**config.mk**
```make
export PLATFORM = sky130hd
export DESIGN_NAME = man_rx_fifo
export DESIGN_NICKNAME = d
export VERILOG_FILES = /design/src/rtl/man_link_pkg.sv /design/src/rtl/cs_edge_sync.sv /design/src/rtl/man_rx_fifo.sv
export SDC_FILE = /design/constraint.sdc
export NUM_CORES = 1
export LEC_CHECK = 0
export BUFFER_PORTS_ARGS = -buffer_cell sky130_fd_sc_hd__buf_2
export CAP_MARGIN = 0
export CORE_UTILIZATION = 38
export DETAILED_ROUTE_END_ITERATION = 16
export HOLD_SLACK_MARGIN = 0.02
export PLACE_DENSITY = 0.62
export SLEW_MARGIN = 20
export SYNTH_ARGS = -nofsm -noshare
export SYNTH_HDL_FRONTEND = slang
export SYNTH_SLANG_ARGS = --single-unit
```
**constraint.sdc**
```tcl
create_clock -name clk_in -period 5.1 [get_ports clk_in]
set_clock_uncertainty 0.05 [all_clocks]
set_input_delay 0.51 -clock clk_in [delete_from_list [all_inputs] [get_ports clk_in]]
set_output_delay 0.51 -clock clk_in [all_outputs]
set_load 0.01 [all_outputs]
```
**src/rtl/man_link_pkg.sv**
```systemverilog
// Shared types and constants for the Manchester receive link (decoder -> FIFO -> SPI slave).
package man_link_pkg;

  localparam int unsigned WORD_W = 16;
  localparam logic [3:0] STATUS_TAG = 4'hE;
  localparam logic [WORD_W-1:0] DEFAULT_EMPTY_WORD = 16'hFFFF;

  typedef logic [WORD_W-1:0] word_t;

  // Word shown to the SPI master when nothing is queued but status reporting is built in.
  function automatic word_t status_word(input logic ovf, input logic [7:0] cnt);
    return {STATUS_TAG, ovf, 3'b000, cnt};
  endfunction

endpackage

```
**src/rtl/cs_edge_sync.sv**
```systemverilog
// 2-FF synchronizer for an asynchronous pin plus a registered rising-edge pulse.
module cs_edge_sync (
  input  logic clk_in,
  input  logic rst,
  input  logic async_in,
  output logic sync_out,
  output logic rise_pulse
);

  logic r_meta;
  logic r_sync;
  logic r_prev;

  // Flops reset to 1 so an idle-high pin produces no edge after reset.
  always_ff @(posedge clk_in) begin
    if (rst) begin
      r_meta <= 1'b1;
      r_sync <= 1'b1;
      r_prev <= 1'b1;
    end else begin
      r_meta <= async_in;
      r_sync <= r_meta;
      r_prev <= r_sync;
    end
  end

  assign sync_out   = r_sync;
  assign rise_pulse = r_sync & ~r_prev;

endmodule

```
**src/rtl/man_rx_fifo.sv**
```systemverilog
// Word FIFO between the Manchester decoder and the SPI_16bit slave; head pops on CS rising edge.
// Optional MAN_RX_STATUS_EN adds a saturating drop counter and a status word when empty.
module man_rx_fifo
  import man_link_pkg::*;
#(
  parameter int unsigned DEPTH      = 8,
  parameter word_t       EMPTY_WORD = DEFAULT_EMPTY_WORD
) (
  input  logic                     clk_in,
  input  logic                     rst,
  input  logic [WORD_W-1:0]        dec_data,
  input  logic                     dec_valid,
  input  logic                     spi_cs,
  input  logic                     ovf_clr,
  output logic [WORD_W-1:0]        tx_data,
  output logic                     empty,
  output logic                     full,
  output logic                     overflow,
  output logic [$clog2(DEPTH):0]   level
);

  localparam int unsigned AW = $clog2(DEPTH);
  localparam int unsigned LW = AW + 1;

  logic          w_cs_sync;
  logic          w_pop_req;
  logic          w_pop;
  logic          w_wr;
  logic          w_drop;
  logic          w_ovf_nx;
  logic [AW-1:0] w_rd_nx;
  logic [LW-1:0] w_level_nx;
  word_t         w_empty_word;
  word_t         w_tx_nx;

  word_t         r_mem [DEPTH];
  logic [AW-1:0] r_wr_ptr;
  logic [AW-1:0] r_rd_ptr;
  logic [LW-1:0] r_level;
  logic          r_empty;
  logic          r_full;
  logic          r_ovf;
  word_t         r_tx;

`ifdef MAN_RX_STATUS_EN
  logic [7:0]    r_drop_cnt;
  logic [7:0]    w_drop_cnt_nx;
`endif

  cs_edge_sync u_cs_sync (
    .clk_in     (clk_in),
    .rst        (rst),
    .async_in   (spi_cs),
    .sync_out   (w_cs_sync),
    .rise_pulse (w_pop_req)
  );

  always_comb begin
    w_pop      = w_pop_req & ~r_empty;
    // A pop in the same cycle frees a slot, so a write to a full FIFO still lands.
    w_wr       = dec_valid & (~r_full | w_pop);
    w_drop     = dec_valid & r_full & ~w_pop;
    w_rd_nx    = w_pop ? r_rd_ptr + AW'(1) : r_rd_ptr;
    w_level_nx = r_level + LW'(w_wr) - LW'(w_pop);
    w_ovf_nx   = w_drop | (r_ovf & ~ovf_clr);
`ifdef MAN_RX_STATUS_EN
    w_drop_cnt_nx = r_drop_cnt;
    if (w_drop) begin
      if (r_drop_cnt != 8'hFF) w_drop_cnt_nx = r_drop_cnt + 8'd1;
    end else if (ovf_clr) begin
      w_drop_cnt_nx = '0;
    end
    w_empty_word = status_word(w_ovf_nx, w_drop_cnt_nx);
`else
    w_empty_word = EMPTY_WORD;
`endif
    // The new head may be the word being written this cycle, which is not in r_mem yet.
    if (w_level_nx == '0)
      w_tx_nx = w_empty_word;
    else if (w_wr && (w_rd_nx == r_wr_ptr))
      w_tx_nx = dec_data;
    else
      w_tx_nx = r_mem[w_rd_nx];
  end

  always_ff @(posedge clk_in) begin
    if (w_wr) r_mem[r_wr_ptr] <= dec_data;
  end

  always_ff @(posedge clk_in) begin
    if (rst) begin
      r_wr_ptr <= '0;
      r_rd_ptr <= '0;
      r_level  <= '0;
      r_empty  <= 1'b1;
      r_full   <= 1'b0;
      r_ovf    <= 1'b0;
`ifdef MAN_RX_STATUS_EN
      r_drop_cnt <= '0;
      r_tx       <= status_word(1'b0, 8'h00);
`else
      r_tx       <= EMPTY_WORD;
`endif
    end else begin
      if (w_wr) r_wr_ptr <= r_wr_ptr + AW'(1);
      r_rd_ptr <= w_rd_nx;
      r_level  <= w_level_nx;
      r_empty  <= (w_level_nx == '0);
      r_full   <= (w_level_nx == LW'(DEPTH));
      r_ovf    <= w_ovf_nx;
`ifdef MAN_RX_STATUS_EN
      r_drop_cnt <= w_drop_cnt_nx;
`endif
      // tx_data is frozen while CS is low so the slave sees a stable word for the whole frame.
      if (w_cs_sync) r_tx <= w_tx_nx;
    end
  end

  assign tx_data  = r_tx;
  assign empty    = r_empty;
  assign full     = r_full;
  assign overflow = r_ovf;
  assign level    = r_level;

endmodule

```
**Yosys cells after proc, flatten, opt, wreduce, memory -nomap -nowiden**

Memories as Yosys holds them, arrays and structs flattened.
Index checks and enable logic that the tools add are counted.

- Register bits after elaboration: 32
- Memory bits (writable): 128
- Bits of input ports: 21
- Output and inout port bits: 23
- Memories kept: 1

- $add $sub $neg: 4
- Eq/ne operators: 2
- Mux-type cells: 5
- Bitwise logic cells: 13
- Reductions and logical operators: 2

Memory list:

| memory | words | bits a word | read ports | clocked after memory_dff | wr ports | RTL line | text |
|---|---|---|---|---|---|---|---|
| r_mem | 8 | 16 | 1 | 0 | 1 | man_rx_fifo.sv:36 | `word_t r_mem [DEPTH];` |

Operator list:

| operator | count |
|---|---|
| 16-bit 2-to-1 mux | 2 |
| 3-bit by 1-bit adder with 3-bit output, second input constant | 2 |
| 1-bit bitwise AND | 6 |
| 1-bit inverter | 5 |
| 4-bit by 1-bit adder with 4-bit output | 1 |
| 4-bit == test, second input constant | 1 |
| 4-bit zero test | 1 |
| 4-bit by 1-bit subtractor with 4-bit output | 1 |
| 3-bit == test | 1 |
| 3-bit 2-to-1 mux | 1 |
| 1-bit 2-to-1 mux | 2 |
| 1-bit bitwise OR | 2 |
| 1-bit logical AND | 1 |

**Depth between registers and ports, before layout**

Gate-level depths: netlist of the first run.

- Depth after elaboration: 9
- Gate-level depth with buffers: 17
- Mapped depth without buffers: 13

**Modules after synthesis**

A second synthesis of the first run with hierarchy kept.

- Cell total of the unflattened synthesis: 709
- Area, all modules: 7652.3 um2

By module, submodules not included:

| module | instances | cells each | area an instance (um2) |
|---|---|---|---|
| man_rx_fifo | 1 | 702 | 7567.3 |
| cs_edge_sync | 1 | 7 | 85.1 |

**Worst setup path after synthesis of the first run**

OpenSTA, ideal clock, no wires.

- Kind: reg-to-reg
- Start: register r_empty, in the netlist empty
- End: register r_tx[0], in the netlist tx_data[0]
- Data arrival time: 3.743 ns
- Required time: 4.964 ns
- Slack: 1.221 ns
- Stages on the path, launching flop included: 17
- Path buffers: 3
- Path through: dfxtp_1 > or3b_1 > buf_6 > a21boi_0 > inv_1 > ha_1 > inv_1 > ha_1 > inv_1 > fa_1 > xor2_1 > nand3b_1 > o311ai_0 > and3b_1 > buf_6 > buf_6 > a221oi_2

- Cells in the longest elaborated chain, start to end: 8
- Elaborated cells on any way between the ends: 13
- Classes of those cells: add/sub: 2; eq/ne: 1; mux: 3; bitwise: 4; reduce/logical: 2; memory: 1

Ends and longest elaborated chain:

| what | RTL line | text |
|---|---|---|
| start, declared | man_rx_fifo.sv:40 | `logic r_empty;` |
| start signal, assigned | man_rx_fifo.sv:108 | `r_empty <= (w_level_nx == '0);` |
| 1-bit inverter * | man_rx_fifo.sv:59 | `w_pop = w_pop_req & ~r_empty;` |
| 1-bit bitwise AND * | man_rx_fifo.sv:59 |  |
| 1-bit bitwise OR | man_rx_fifo.sv:61 | `w_wr = dec_valid & (~r_full \| w_pop);` |
| 1-bit bitwise AND | man_rx_fifo.sv:61 |  |
| 4-bit by 1-bit adder with 4-bit output | man_rx_fifo.sv:64 | `w_level_nx = r_level + LW'(w_wr) - LW'(w_pop);` |
| 4-bit by 1-bit subtractor with 4-bit output | man_rx_fifo.sv:64 |  |
| 4-bit zero test | man_rx_fifo.sv:78 | `if (w_level_nx == '0)` |
| 16-bit 2-to-1 mux * | man_rx_fifo.sv:78 |  |
| end signal, assigned | man_rx_fifo.sv:115 | `if (w_cs_sync) r_tx <= w_tx_nx;` |
| end, declared | man_rx_fifo.sv:43 | `word_t r_tx;` |

Every way passes the cells marked *; elsewhere a longest branch is shown, timed or not.
A chain may end at the register's enable or synchronous reset.

**Worst setup path in the final report of the first run**

- Start: register u_cs_sync.r_sync, in the netlist u_cs_sync.sync_out
- End: register r_tx[15], in the netlist tx_data[15]

- Cells in the longest elaborated chain, start to end: 8
- Elaborated cells on any way between the ends: 13
- Classes of those cells: add/sub: 2; eq/ne: 1; mux: 3; bitwise: 4; reduce/logical: 2; memory: 1

Ends and longest elaborated chain:

| what | RTL line | text |
|---|---|---|
| start, declared | cs_edge_sync.sv:11 | `logic r_sync;` |
| start signal, assigned | cs_edge_sync.sv:22 | `r_sync <= r_meta;` |
| 1-bit bitwise AND | cs_edge_sync.sv:28 | `assign rise_pulse = r_sync & ~r_prev;` |
| 1-bit bitwise AND | man_rx_fifo.sv:59 |  |
| 1-bit bitwise OR | man_rx_fifo.sv:61 |  |
| 1-bit bitwise AND | man_rx_fifo.sv:61 |  |
| 4-bit by 1-bit adder with 4-bit output | man_rx_fifo.sv:64 |  |
| 4-bit by 1-bit subtractor with 4-bit output | man_rx_fifo.sv:64 |  |
| 4-bit zero test | man_rx_fifo.sv:78 |  |
| 16-bit 2-to-1 mux | man_rx_fifo.sv:78 |  |

Several ways; a longest one is shown, not always the timed one.

==> results.sh, run 1 <==
export IMPL_wire_per_inst_um=20.5
export IMPL_final_max_slew_viol_count=0
export IMPL_rows=50
export IMPL_clock_path_buffers=2
export IMPL_ir_worst_vdd_mv=0.261
export IMPL_synthesis_nets=610
export IMPL_fin_util_pct=44.9
export IMPL_dp_cells=853
export IMPL_crit_required_ps=5370
export IMPL_boundaryPins=44
export IMPL_core_area_um2=19000
export IMPL_fillers=1697
export IMPL_cts_hold_buffers_added=0
export IMPL_cts_root_buffer="clkbuf_16"
export IMPL_grt_pass1_vias=5184
export IMPL_drc=0
export IMPL_h_tree_depth=4
export IMPL_synth_top_family_by_area="compound AO/OA/AOI/OAI gates"
export IMPL_setup_tns_ps=0
export IMPL_rsz0062_at_grt="no"
export IMPL_status="finished clean"
export IMPL_die_h_um=142
export IMPL_drt_wl_total_um=18100
export IMPL_overflow=0
export IMPL_yosysSeqAreaShare_pct=60.3
export IMPL_total_leakage_power_nw=2.73
export IMPL_synthFlopType="edfxtp_1"
export IMPL_avgSynthCellArea_um2=12.8
export IMPL_vias=5221
export IMPL_timing_final_hold_violations=0
export IMPL_crit_type="flip-flop to flip-flop"
export IMPL_final_cell_area_um2=8510
export IMPL_cts_made_buffers=17
export IMPL_drv_cap=0
export IMPL_grt_max_degree=75
export IMPL_drtIter0Drc=436
export IMPL_multi_input_area_um2=2640
export IMPL_synth_xor_area_share_pct=1.06
export IMPL_finalWeightedCongestion=0.795
export IMPL_synth_mux_area_share_pct=9.03
export IMPL_timing_fmax_mhz=213
export IMPL_grt_pass1_wl_um=28100
export IMPL_ys_ff_latch=160
export IMPL_grt_usage_pct=18.8
export IMPL_synth_cell_types=47
export IMPL_clock_sinks=160
export IMPL_cp_end_kind="flip-flop"
export IMPL_mostFrequentLayoutCells="edfxtp_1 (128), mux2i_1 (57), buf_2 (43)"
export IMPL_worstPathArrival_ps=4970
export IMPL_vias_per_cell=5.90
export IMPL_powerDensity_nw_per_um2=408
export IMPL_final_cells=885
export IMPL_synth_simple_area_share_pct=6.91
export IMPL_antenna_found_initial=0
export IMPL_final_antenna_net_count=0
export IMPL_portBuffers=43
export IMPL_final_common_cell="edfxtp_1"
export IMPL_place_area_um2=7910
export IMPL_maxSlewHeadroom_pct=28.9
export IMPL_fin_crit_sh_pct=92.2
export IMPL_worst_path_max_fanout=16
export IMPL_seq_area_um2=4490
export IMPL_min_path_type="input port to flip-flop"
export IMPL_clk_latency_ps=420
export IMPL_wl_met3_um=1050
export IMPL_cts_setup_buffers=0
export IMPL_post_route_cells_drive_above_1_share_pct=18.7
export IMPL_highest_layer="met4"
export IMPL_dp_hpwl_um=10300
export IMPL_async_reset_ff_share_pct=0
export IMPL_synth_warnings=0
export IMPL_dieArea_um2=20100
export IMPL_synth_compound_area_share_pct=17.0
export IMPL_syn_inst=582
export IMPL_fin_total_pwr_mw=3.47
export IMPL_initial_core_util_pct=39.3
export IMPL_post_place_ws_ps=420
export IMPL_setup_ws_ps=395
export IMPL_wl_met1_um=7300
export IMPL_min_period_ps=4700
export IMPL_antenna_cells=0
export IMPL_worstMarginPinSlew_ps=1070
export IMPL_die_x_um=142
export IMPL_setup_violations_final=0
export IMPL_wl_met2_um=9310
export IMPL_area_delta_synth_final_pct=14.3
export IMPL_cts_resized=0
export IMPL_whs_ps=218
export IMPL_synth_adder_area_share_pct=1.28
export IMPL_cts_tree="yes"
export IMPL_clk_pin_slew_ps=60
export IMPL_nNetsFinal=640
export IMPL_synth_edf_count=128
export IMPL_drt_first_pass_iters=5
export IMPL_netlist_area_um2=7440
export IMPL_crit_path_start_kind="flip-flop"
critical path, cell delays in order, from the launching register on:
cell and delay (ps):
dfxtp_1 410, or3b_1 570, a21boi_0 500, inv_1 160
ha_1 320, inv_1 60, ha_1 160, inv_1 60
fa_1 370, xor2_1 230, nand3b_1 150, o311ai_0 530
and3b_1 590, a221oi_1 430
power breakdown:
| part | switching (mW) | internal (mW) | leakage [nW] |
|---|---|---|---|
| Clock | 0.508 | 0.781 | 0.292 |
| Combinational | 0.322 | 0.220 | 1.01 |
| Sequential | 0.0916 | 1.55 | 1.43 |
synth_stat cells, types with 3 or more instances:
| cell | n | area, um2 |
|---|---|---|
| a21oi_1 | 6 | 30.0 |
| a221oi_1 | 34 | 298 |
| a221oi_2 | 10 | 150 |
| a22oi_1 | 14 | 105 |
| buf_2 | 6 | 30.0 |
| buf_4 | 4 | 30.0 |
| buf_6 | 3 | 33.8 |
| clkbuf_1 | 36 | 135 |
| dfxtp_1 | 32 | 641 |
| edfxtp_1 | 128 | 3840 |
| ha_1 | 6 | 75.1 |
| inv_1 | 25 | 93.8 |
| mux2i_1 | 57 | 571 |
| mux4_2 | 4 | 90.1 |
| nand2_1 | 12 | 45.0 |
| nand2b_1 | 3 | 18.8 |
| nor2_1 | 34 | 128 |
| nor3_1 | 34 | 170 |
| nor4_1 | 7 | 43.8 |
| o21ai_0 | 31 | 155 |
| o22ai_1 | 30 | 188 |
| o31ai_1 | 3 | 22.5 |
| o32ai_1 | 30 | 263 |
| or2_2 | 3 | 18.8 |
| xnor2_1 | 4 | 35.0 |
| xor2_1 | 5 | 43.8 |
cell families (layout without fill, tap and decap cells):
logic type               count (synthesis)  after routing
AO/OA/AOI/OAI                          164            164
flip-flops                             160            160
AND/OR/NAND/NOR                        104            104
buffers and inverters                   76            119
multiplexers                            62             62
XOR/XNOR                                 9              9
adder cells (fa/ha/maj)                  7              7
final timing paths:
path | startpoint | end | slack (ps) | depth (start not counted)
max reg2reg | u_cs_sync.sync_out | tx_data[15] | 400 | 13
max | u_cs_sync.sync_out | tx_data[15] | 400 | 13
min reg2reg | u_cs_sync.r_meta | u_cs_sync.sync_out | 390 | 1
min | spi_cs | u_cs_sync.r_meta | 220 | 2
flip-flops by register name, indices dropped and copies added (netlist names), 3 cells and up:
name,flops
r_mem,128
tx_data,16
r_wr_ptr,3
level,4
r_rd_ptr,3
area by class of cell:
class                      count  share of cell area (%)
tap                          260                    3.82
multi-input combinational    346                    31.1
timing repair buffer          60                    4.03
clock buffer                  18                    5.16
clock inverter                14                    1.91
inverter                      27                    1.25
sequential                   160                    52.8
metal layers:
layer | global-route usage [%] | vias to the layer above
li1 | - | 2389
met1 | 22.3 | 2629
met2 | 33.0 | 170
met3 | 3.36 | 33
met4 | 8.94 | 0
met5 | 0 | -
Note: power is estimated with default switching activity, not from simulation.
==> run 2, diff against run 1 <==
--- a/config.mk
+++ b/config.mk
@@ -9,6 +9,6 @@
 export CAP_MARGIN = 0
-export CORE_UTILIZATION = 38
+export CORE_UTILIZATION = 55
 export DETAILED_ROUTE_END_ITERATION = 16
 export HOLD_SLACK_MARGIN = 0.02
-export PLACE_DENSITY = 0.62
+export PLACE_DENSITY = 0.81
 export SLEW_MARGIN = 20
--- a/constraint.sdc
+++ b/constraint.sdc
@@ -4,2 +4,2 @@
 set_output_delay 0.51 -clock clk_in [all_outputs]
-set_load 0.01 [all_outputs]
+set_load 0.02 [all_outputs]
==> results.sh, run 2 (synthesized netlist as in run 1, its figures left out) <==
export IMPL_status="finished clean"
export IMPL_boundaryPins=44
export IMPL_grt_pass1_vias=5186
export IMPL_vias_per_cell=6.59
export IMPL_rows=42
export IMPL_total_leakage_power_nw=2.71
export IMPL_grt_max_degree=70
export IMPL_top_register="r_mem"
export IMPL_holdPathEnd="u_cs_sync.r_meta"
export IMPL_r2r_end="tx_data[15]"
export IMPL_final_max_slew_viol_count=0
export IMPL_setup_ws_ps=685
export IMPL_drc=0
export IMPL_core_area_um2=13200
export IMPL_r2r_slack_ps=690
export IMPL_timing_final_hold_violations=0
export IMPL_vias=5290
export IMPL_cts_tree="yes"
export IMPL_clk_latency_ps=420
export IMPL_crit_required_ps=5370
export IMPL_fin_util_pct=63.2
export IMPL_wire_per_inst_um=21.3
export IMPL_clock_sinks=160
export IMPL_die_h_um=118
export IMPL_dp_hpwl_um=9930
export IMPL_highest_layer="met4"
export IMPL_antenna_found_initial=0
export IMPL_mostFrequentLayoutCells="edfxtp_1 (128), mux2i_1 (57), buf_2 (43)"
export IMPL_drtIter0Drc=565
export IMPL_wl_met2_um=8650
export IMPL_r2r_start="u_cs_sync.sync_out"
export IMPL_post_place_ws_ps=723
export IMPL_post_route_cells_drive_above_1_share_pct=18.2
export IMPL_maxSlewHeadroom_pct=32.3
export IMPL_cts_hold_buffers_added=0
export IMPL_min_period_ps=4410
export IMPL_min_path_type="input port to flip-flop"
export IMPL_hold_depth=2
export IMPL_wl_met3_um=1220
export IMPL_finalWeightedCongestion=0.810
export IMPL_wl_met1_um=6590
export IMPL_ir_worst_vdd_mv=0.278
export IMPL_grt_usage_pct=25.3
export IMPL_clock_path_buffers=2
export IMPL_cp_end_kind="flip-flop"
export IMPL_final_common_cell="edfxtp_1"
export IMPL_cts_setup_buffers=0
export IMPL_grt_pass1_wl_um=26600
export IMPL_die_x_um=118
export IMPL_initial_core_util_pct=56.2
export IMPL_setup_violations_final=0
export IMPL_cts_root_buffer="clkbuf_16"
export IMPL_overflow=0
export IMPL_worstPathArrival_ps=4690
export IMPL_drv_cap=0
export IMPL_largest_reg_flops=128
export IMPL_fin_crit_sh_pct=86.6
export IMPL_cts_resized=0
export IMPL_crit_type="flip-flop to flip-flop"
export IMPL_worstMarginPinSlew_ps=1010
export IMPL_setup_tns_ps=0
export IMPL_clk_pin_slew_ps=60
export IMPL_r2r_cells=13
export IMPL_drt_first_pass_iters=5
export IMPL_h_tree_depth=4
export IMPL_cts_made_buffers=17
export IMPL_drt_wl_total_um=17100
export IMPL_dieArea_um2=14000
export IMPL_portBuffers=43
export IMPL_antenna_cells=0
export IMPL_timing_fmax_mhz=227
export IMPL_powerDensity_nw_per_um2=409
export IMPL_worstHoldStart="spi_cs"
export IMPL_nNetsFinal=642
export IMPL_rsz0062_at_grt="no"
export IMPL_worst_path_max_fanout=16
export IMPL_area_delta_synth_final_pct=12.5
export IMPL_final_antenna_net_count=0
export IMPL_crit_path_start_kind="flip-flop"
## run 2: worst max path at each step
stage,from,endpoint,slack [ps],depth (start not counted)
3_3_place_gp,u_cs_sync.sync_out,tx_data[12],920,13
3_5_place_dp,u_cs_sync.sync_out,tx_data[15],720,13
6_report,u_cs_sync.sync_out,tx_data[15],690,13
2_1_floorplan,empty,tx_data[0],1170,16
4_1_cts,u_cs_sync.sync_out,tx_data[15],690,13
5_1_grt,u_cs_sync.sync_out,tx_data[12],360,13
## run 2: final cells by class
class | count | area [um2]
Inverter | 27 | 106
Tap cell | 176 | 220
Clock buffer | 20 | 437
Timing Repair Buffer | 62 | 358
Fill cell | 959 | 4870
Multi-Input combinational cell | 346 | 2650
Sequential cell | 160 | 4490
Clock inverter | 12 | 118
## run 2: stage by stage
stage,area [um2],power (mW),instances,hold WS [ps]
detailed placement,7820,2.25,771,372
global route,8370,3.54,803,226
floorplan,7440,2.04,582,339
global placement,7820,2.22,771,377
finish,8370,3.42,803,214
CTS,8370,3.43,803,204
## run 2: per-layer routing
metal	up-vias	global-route usage, %
met1	2587	30.4
met4	0	16.0
met2	245	41.7
met3	62	4.92
met5	-	0
li1	2396	-
## run 2: power breakdown
group | switching, mW | leakage (nW) | internal [mW]
Sequential | 0.0848 | 1.43 | 1.55
Combinational | 0.379 | 1.03 | 0.221
Clock | 0.479 | 0.261 | 0.712
Total | 0.943 | 2.71 | 2.48
## run 2: worst max-delay path: stages, from the launching register on
cell,delay (ps)
dfxtp_1,390
or3b_1,380
a21boi_0,430
inv_1,170
ha_1,320
inv_1,60
ha_1,170
inv_1,60
fa_1,370
xor2_1,210
nand3b_1,150
o311ai_0,550
and3b_1,580
a221oi_1,410
